<file path="src/rtl/joy_db15_responder.sv">
// joy_db15_responder: device-side DB15 joystick adapter model, two-player 24-bit parallel-in/serial-out chain
//   clk         system clock, asynchronous to the reader strobes
//   reset_n     asynchronous active-low reset, released synchronously inside
//   joy_clk     reader shift clock, shifts on its rising edge
//   joy_load    reader parallel load, active low, level-sensitive
//   joy_data    serial data, active-low button sense, registered
//   p1_buttons  player 1 buttons (R,L,D,U,A,B,C,X,Y,Z,S,M), 1 = pressed
//   p2_buttons  player 2 buttons, same order
//   bit_cnt     shifts since the last load, saturating at 2*NBTN
//   frame_done  one-clk pulse when the last bit of the frame has been shifted
//   link_active high while load pulses keep arriving within IDLE_TIMEOUT clks
module joy_db15_responder #(
  parameter int NBTN         = 12,
  parameter int SYNC_STAGES  = 2,
  parameter int IDLE_TIMEOUT = 4800000
) (
  input  logic            clk,
  input  logic            reset_n,
  input  logic            joy_clk,
  input  logic            joy_load,
  output logic            joy_data,
  input  logic [NBTN-1:0] p1_buttons,
  input  logic [NBTN-1:0] p2_buttons,
  output logic [5:0]      bit_cnt,
  output logic            frame_done,
  output logic            link_active
);
  localparam int FW = 2 * NBTN;
  localparam int IW = $clog2(IDLE_TIMEOUT + 1);
  typedef enum logic [1:0] {S_IDLE, S_LOAD, S_SHIFT, S_DONE} state_t;
  generate
    if (NBTN > 31 || SYNC_STAGES < 2) begin : g_bad_params
      $error("joy_db15_responder: NBTN must be <= 31 and SYNC_STAGES >= 2");
    end
  endgenerate
  logic [1:0]             rst_q;
  logic                   rst_n;
  logic [SYNC_STAGES-1:0] clk_sync, load_sync;
  logic                   clk_prev, load_prev;
  logic                   clk_s, load_s, rise, load_fall;
  logic [FW-1:0]          sr, sr_n;
  logic [5:0]             cnt_n;
  logic                   done_n;
  state_t                 state, state_n;
  logic [IW-1:0]          idle;
  // reset asserts immediately but releases two clks after reset_n rises
  always_ff @(posedge clk or negedge reset_n)
    if (!reset_n) rst_q <= 2'b00;
    else rst_q <= {rst_q[0], 1'b1};
  assign rst_n = rst_q[1];
  // presets model an idle reader: load inactive, shift clock high
  always_ff @(posedge clk or negedge rst_n)
    if (!rst_n) begin
      clk_sync  <= '1;
      load_sync <= '1;
      clk_prev  <= 1'b1;
      load_prev <= 1'b1;
    end else begin
      clk_sync  <= {clk_sync[SYNC_STAGES-2:0], joy_clk};
      load_sync <= {load_sync[SYNC_STAGES-2:0], joy_load};
      clk_prev  <= clk_s;
      load_prev <= load_s;
    end
  assign clk_s     = clk_sync[SYNC_STAGES-1];
  assign load_s    = load_sync[SYNC_STAGES-1];
  assign rise      = clk_s & ~clk_prev;
  assign load_fall = load_prev & ~load_s;
  // S_IDLE is only left through a load, so edges after reset never start a frame;
  // an edge on the cycle load releases is taken because load_s is already high
  always_comb begin
    state_n = state;
    sr_n    = sr;
    cnt_n   = bit_cnt;
    done_n  = 1'b0;
    if (!load_s) begin
      state_n = S_LOAD;
      sr_n    = ~{p2_buttons, p1_buttons};
      cnt_n   = '0;
    end else if (rise && state != S_IDLE) begin
      sr_n = {1'b1, sr[FW-1:1]};
      if (state != S_DONE) begin
        cnt_n   = bit_cnt + 6'd1;
        done_n  = bit_cnt == 6'(FW - 1);
        state_n = done_n ? S_DONE : S_SHIFT;
      end
    end
  end
  always_ff @(posedge clk or negedge rst_n)
    if (!rst_n) begin
      state      <= S_IDLE;
      sr         <= '1;
      bit_cnt    <= '0;
      frame_done <= 1'b0;
    end else begin
      state      <= state_n;
      sr         <= sr_n;
      bit_cnt    <= cnt_n;
      frame_done <= done_n;
    end
  assign joy_data = sr[0];
  always_ff @(posedge clk or negedge rst_n)
    if (!rst_n) begin
      idle        <= '0;
      link_active <= 1'b0;
    end else if (load_fall) begin
      idle        <= '0;
      link_active <= 1'b1;
    end else if (idle != IW'(IDLE_TIMEOUT - 1)) begin
      idle <= idle + 1'b1;
      if (idle == IW'(IDLE_TIMEOUT - 2)) link_active <= 1'b0;
    end
endmodule

</file>
<file path="config.mk">
export PLATFORM = sky130hd
export DESIGN_NAME = joy_db15_responder
export DESIGN_NICKNAME = d
export VERILOG_FILES = /design/src/rtl/joy_db15_responder.sv
export SDC_FILE = /design/constraint.sdc
export NUM_CORES = 1
export LEC_CHECK = 0
export BUFFER_PORTS_ARGS = -buffer_cell sky130_fd_sc_hd__buf_2
export CORE_ASPECT_RATIO = 1.5
export CORE_MARGIN = 3
export CORE_UTILIZATION = 50
export DETAILED_ROUTE_END_ITERATION = 12
export PLACE_DENSITY = 0.71
export SLEW_MARGIN = 25
export SYNTH_ARGS = -nofsm -noshare
export SYNTH_HDL_FRONTEND = slang
export SYNTH_SLANG_ARGS = --single-unit
</file>
<file path="constraint.sdc">
create_clock -name clk -period 2.82 [get_ports clk]
set_clock_uncertainty 0.05 [all_clocks]
set_input_delay 0.282 -clock clk [delete_from_list [all_inputs] [get_ports clk]]
set_output_delay 0.282 -clock clk [all_outputs]
set_load 0.01 [all_outputs]
</file>
# Yosys cells after proc, flatten, opt, wreduce, memory -nomap -nowiden
# Cells that the tools add are included.
[classes] addsub=2 eq_ne=6 mux=17 bitwise_logic=5 reduce_logical=6
[ops] op="$mux 24" n=2
[ops] op="$mux 23" n=2
[ops] op="$not 24->24" n=1
[ops] op="$add 23x1->23 const B" n=1
[ops] op="$eq 23x23->1 const B" n=1
[ops] op="$ne 23x23->1 const B" n=1
[ops] op="$mux 6" n=3
[ops] op="$mux 1" n=7
[ops] op="$add 6x1->6 const B" n=1
[ops] op="$eq 6x5->1 const B" n=1
[ops] op="$mux 2" n=3
[ops] op="$reduce_bool 2->1" n=3
[ops] op="$ne 2x1->1 const B" n=2
[ops] op="$reduce_and 2->1" n=2
[ops] op="$and 1x1->1" n=2
[ops] op="$ne 2x2->1 const B" n=1
[ops] op="$not 1->1" n=2
[ops] op="$logic_and 1x1->1" n=1
[word_totals] regBits=65

# Logic depth before layout (Yosys ltp)
[logic_depth] ltp_word=5 depth_mapped=6 ltp_nobuf=5

# Worst setup path before layout
# OpenSTA, ideal clock, no wires.
[synth_timing] path_kind="register to register" startpoint="reg idle[1]" endpoint="reg idle[20]" arrival_ns=1.738 required_ns=2.692 path_slack_ns=0.954 stages_incl_launch_ff=7 n_path_buf=1 synth_period_minus_slack_ns=1.866 path_cell_list="dfrtp_1 ha_1 and3_1 clkbuf_1 nand3_1 or4_1 a21oi_1"
[synth_via] elab_chain_cells=3 elab_cells_between_ends=5 cone_classes="add/sub (1); eq/ne (1); mux (2); reduce/logical (1)"
[synth_rtl] item="start: declaration" line="45" text="logic [IW-1:0] idle;"
[synth_rtl] item="start signal: assignment" line="109" text="idle <= idle + 1'b1;"
[synth_rtl] item="$add 23x1->23" line="109"
[synth_rtl] item="$mux 23" line="108" text="end else if (idle != IW'(IDLE_TIMEOUT - 1)) begin"
[synth_rtl] item="$mux 23" line="105" text="end else if (load_fall) begin"
# Several ways; a longest one is shown, not always the timed one. The select of a mux whose other input is x is not followed.
# A chain may end at the register's enable or synchronous reset.

# Final worst setup path
[layout_timing] startpoint="reg idle[0]" endpoint="reg idle[20]"
# The elaborated chain is that of the path after synthesis.

==> run metrics <==
Critical Path RT=3020 ps; hold crit path type=input port to flop; CP max stage cell=or4_1; Clock Path Buffers=2; Switching Fraction=24.08%; I/O pins=37; Hold Fails Final Rpt=0; Placement Rows=34; period utilization=71.44%; I/O Buffers=36; number of antenna violations at the first check in global routing=0; vias per cell=5.671; DRT Pass-1 Iters=4; nets=343; crit-path cells=ha_1, and3_1, nand3_1, or4_1, a21oi_1; Sink Count=65; routed vias=2206; max frequency=496.4 MHz; Initial Util=52.60%; WP data arrival=2210 ps; Placement Setup Slack=829.3 ps; GRT Residual Overflow=0; endpoints failing setup=0; minimum clock period=2015 ps; Yosys reg bits=65; Final WS setup=805.4 ps; GRT Util Overall=17.68%; post-route setup TNS=0 ps; GP Congestion=0.8578; CTS root buf=clkbuf_8; share of layout cells above drive strength 1=28.39%; worst slew pin tran=884.9 ps; Main synth FF type=dfrtp_1; Pint=1.573 mW; antenna fix cells=0; Core ar.=5913 µm²; Leak Pwr=1.600 nW; clock power share=36.7%; status=complete, no violations; total number of yosys warnings=0; clock slew at reported path FFs=70 ps; Post-Synthesis Cell Area=3110 µm²; Total Die Area=7223 µm²; DP Wirelength=4.101 mm; Worst path max stage delay=520 ps; most common cell after layout, fill and taps aside=mux2i_1; synthesis-to-finish area growth=14.92%; Synth Area per Inst=11.39 µm²; routed len/inst=15.03 µm; commonest cells after routing, fill and taps aside=mux2i_1, buf_2, dfrtp_1; Flop pwr share=53.9%; CP Capture Type=flop; Detail Route Antenna Nets=0; Post-synth EDFFs=0; TritonCTS clock tree=yes; Post CTS Setup Buffer Count=0; unrepaired setup endpoints after global routing=no; Slew HR=41.01%; Max VDD drop=0.3410 mV; Cells after Synth=273; Seq/Total Area, Yosys=53.50%; Die Height=102.6 µm; max-slew violation count=0; Die Width=70.40 µm; asr flop ratio synth=100.0%; Routed WL=5.848 mm; WHS=25.85 ps; Clock Latency Late Sink=330 ps; htree depth=3; WS Path Type=flop to flop; total CTS buffers=9; CP Launch Type=flop; 1st-iter DRT viols=127; max-cap viol count=0; post-synth cell types=42; total power=2.072 mW; Comb pwr share=9.4%; first-pass GRT wire length=10.15 mm; DRC=0; vias in the first global route=2228; Power Density=579.6 nW/µm²; CP max FO=8; syn_nets=304; largest net degree at the start of global routing=44; sw power=0.4989 mW
[routing by layer]
metal / global-route usage, % / part of all wire, % / up-vias
met3: 3.220 / 2.9 / 7
met1: 21.71 / 43 / 1078
met2: 29.80 / 53 / 34
met4: 9.145 / 1.2 / 0
li1: - / - / 1087
met5: 0 / 0 / -
[what timing repair did]
action | 4_1_cts | 5_1_grt
hold endpoints to repair | 4 | 0
hold buffers | 3 | 0
resized for setup | 0 | 0
[area by class of cell]
class                   count  area (µm²)
clock buffers              13       148.9
clock inverters             3       40.04
fillers                   491        2338
inverters                   3       11.26
multi-input cells         189        1371
flip-flops and latches     65        1665
well taps                  72       90.09
repair buffers             44       247.7
[kinds of logic after synthesis]
kind of cell,Yosys count,share of synthesized area (%)
compound gates,36,7.482
xor+xnor,10,2.816
fa+ha+maj,3,1.207
buf+inv,19,2.413
flops,65,53.50
mux,47,15.12
other cells,1,0.1206
simple gates,92,17.34
[path summary, 6_finish.rpt]
kind,start,endpoint,slack (ps),cells past startpoint
max,idle[0],idle[20],810,5
min in group asynchronous,reset_n,rst_q[0],220,2
min,p1_buttons[9],sr[9],30,2
min reg2reg,load_sync[0],load_sync[1],310,0
max reg2reg,idle[0],idle[20],810,5
max in group asynchronous,rst_q[1],idle[18],1650,1
[power groups by stage]
stage          registers [mW]  logic [mW]  clock network, mW
6_report                 1.12       0.195              0.761
2_1_floorplan            1.12       0.138                  0
4_1_cts                  1.12       0.199              0.783
5_1_grt                  1.13       0.223              0.827
3_3_place_gp             1.12       0.189                  0
3_5_place_dp             1.13       0.194                  0
[cell usage after synthesis, types with 2 or more instances]
library cell / n / area, µm²
a211oi_1: 4 / 30.03
a21oi_1: 7 / 35.03
a31oi_1: 7 / 43.79
and2_1: 7 / 43.79
and3_1: 3 / 18.77
and3_2: 2 / 15.01
and4_1: 4 / 35.03
buf_2: 3 / 15.01
clkbuf_1: 13 / 48.80
dfrtp_1: 35 / 875.8
dfstp_2: 30 / 788.3
ha_1: 3 / 37.54
inv_1: 3 / 11.26
mux2i_1: 47 / 470.5
nand2_1: 15 / 56.30
nand2b_1: 2 / 12.51
nand3_1: 11 / 55.05
nand4_1: 8 / 50.05
nor2_1: 12 / 45.04
nor3_1: 6 / 30.03
nor4_1: 2 / 12.51
nor4b_1: 3 / 26.28
nor4bb_1: 2 / 20.02
o211ai_1: 4 / 30.03
o21ai_0: 6 / 30.03
o31ai_1: 3 / 22.52
or4_1: 8 / 60.06
xnor2_1: 5 / 43.79
xor2_1: 5 / 43.79
[stage by stage]
| stage | instance area, µm² | cells | utilization, % |
|---|---|---|---|
| finish | 3575 | 389 | 60.45 |
| global route | 3575 | 389 | 60.45 |
| CTS | 3575 | 389 | 60.45 |
| detailed placement | 3356 | 370 | 56.75 |
| global placement | 3356 | 370 | 56.75 |
| floorplan | 3110 | 273 | - |
[state kept, by name, indices dropped and copies added (netlist names)]
register,flops
load_sync,2
bit_cnt,6
clk_prev,1
link_active,1
idle,23
state,2
sr,24
frame_done,1
rst_q,2
clk_sync,2
load_prev,1
[worst max-delay path, delay by kind of cell, from the launching register on]
kind | cells | cell delay, ps
flip-flops | 1 | 420
AND/OR/NAND/NOR | 3 | 1050
adder cells (fa/ha/maj) | 1 | 260
AO/OA/AOI/OAI | 1 | 150
(Power assumes the default switching activity.)
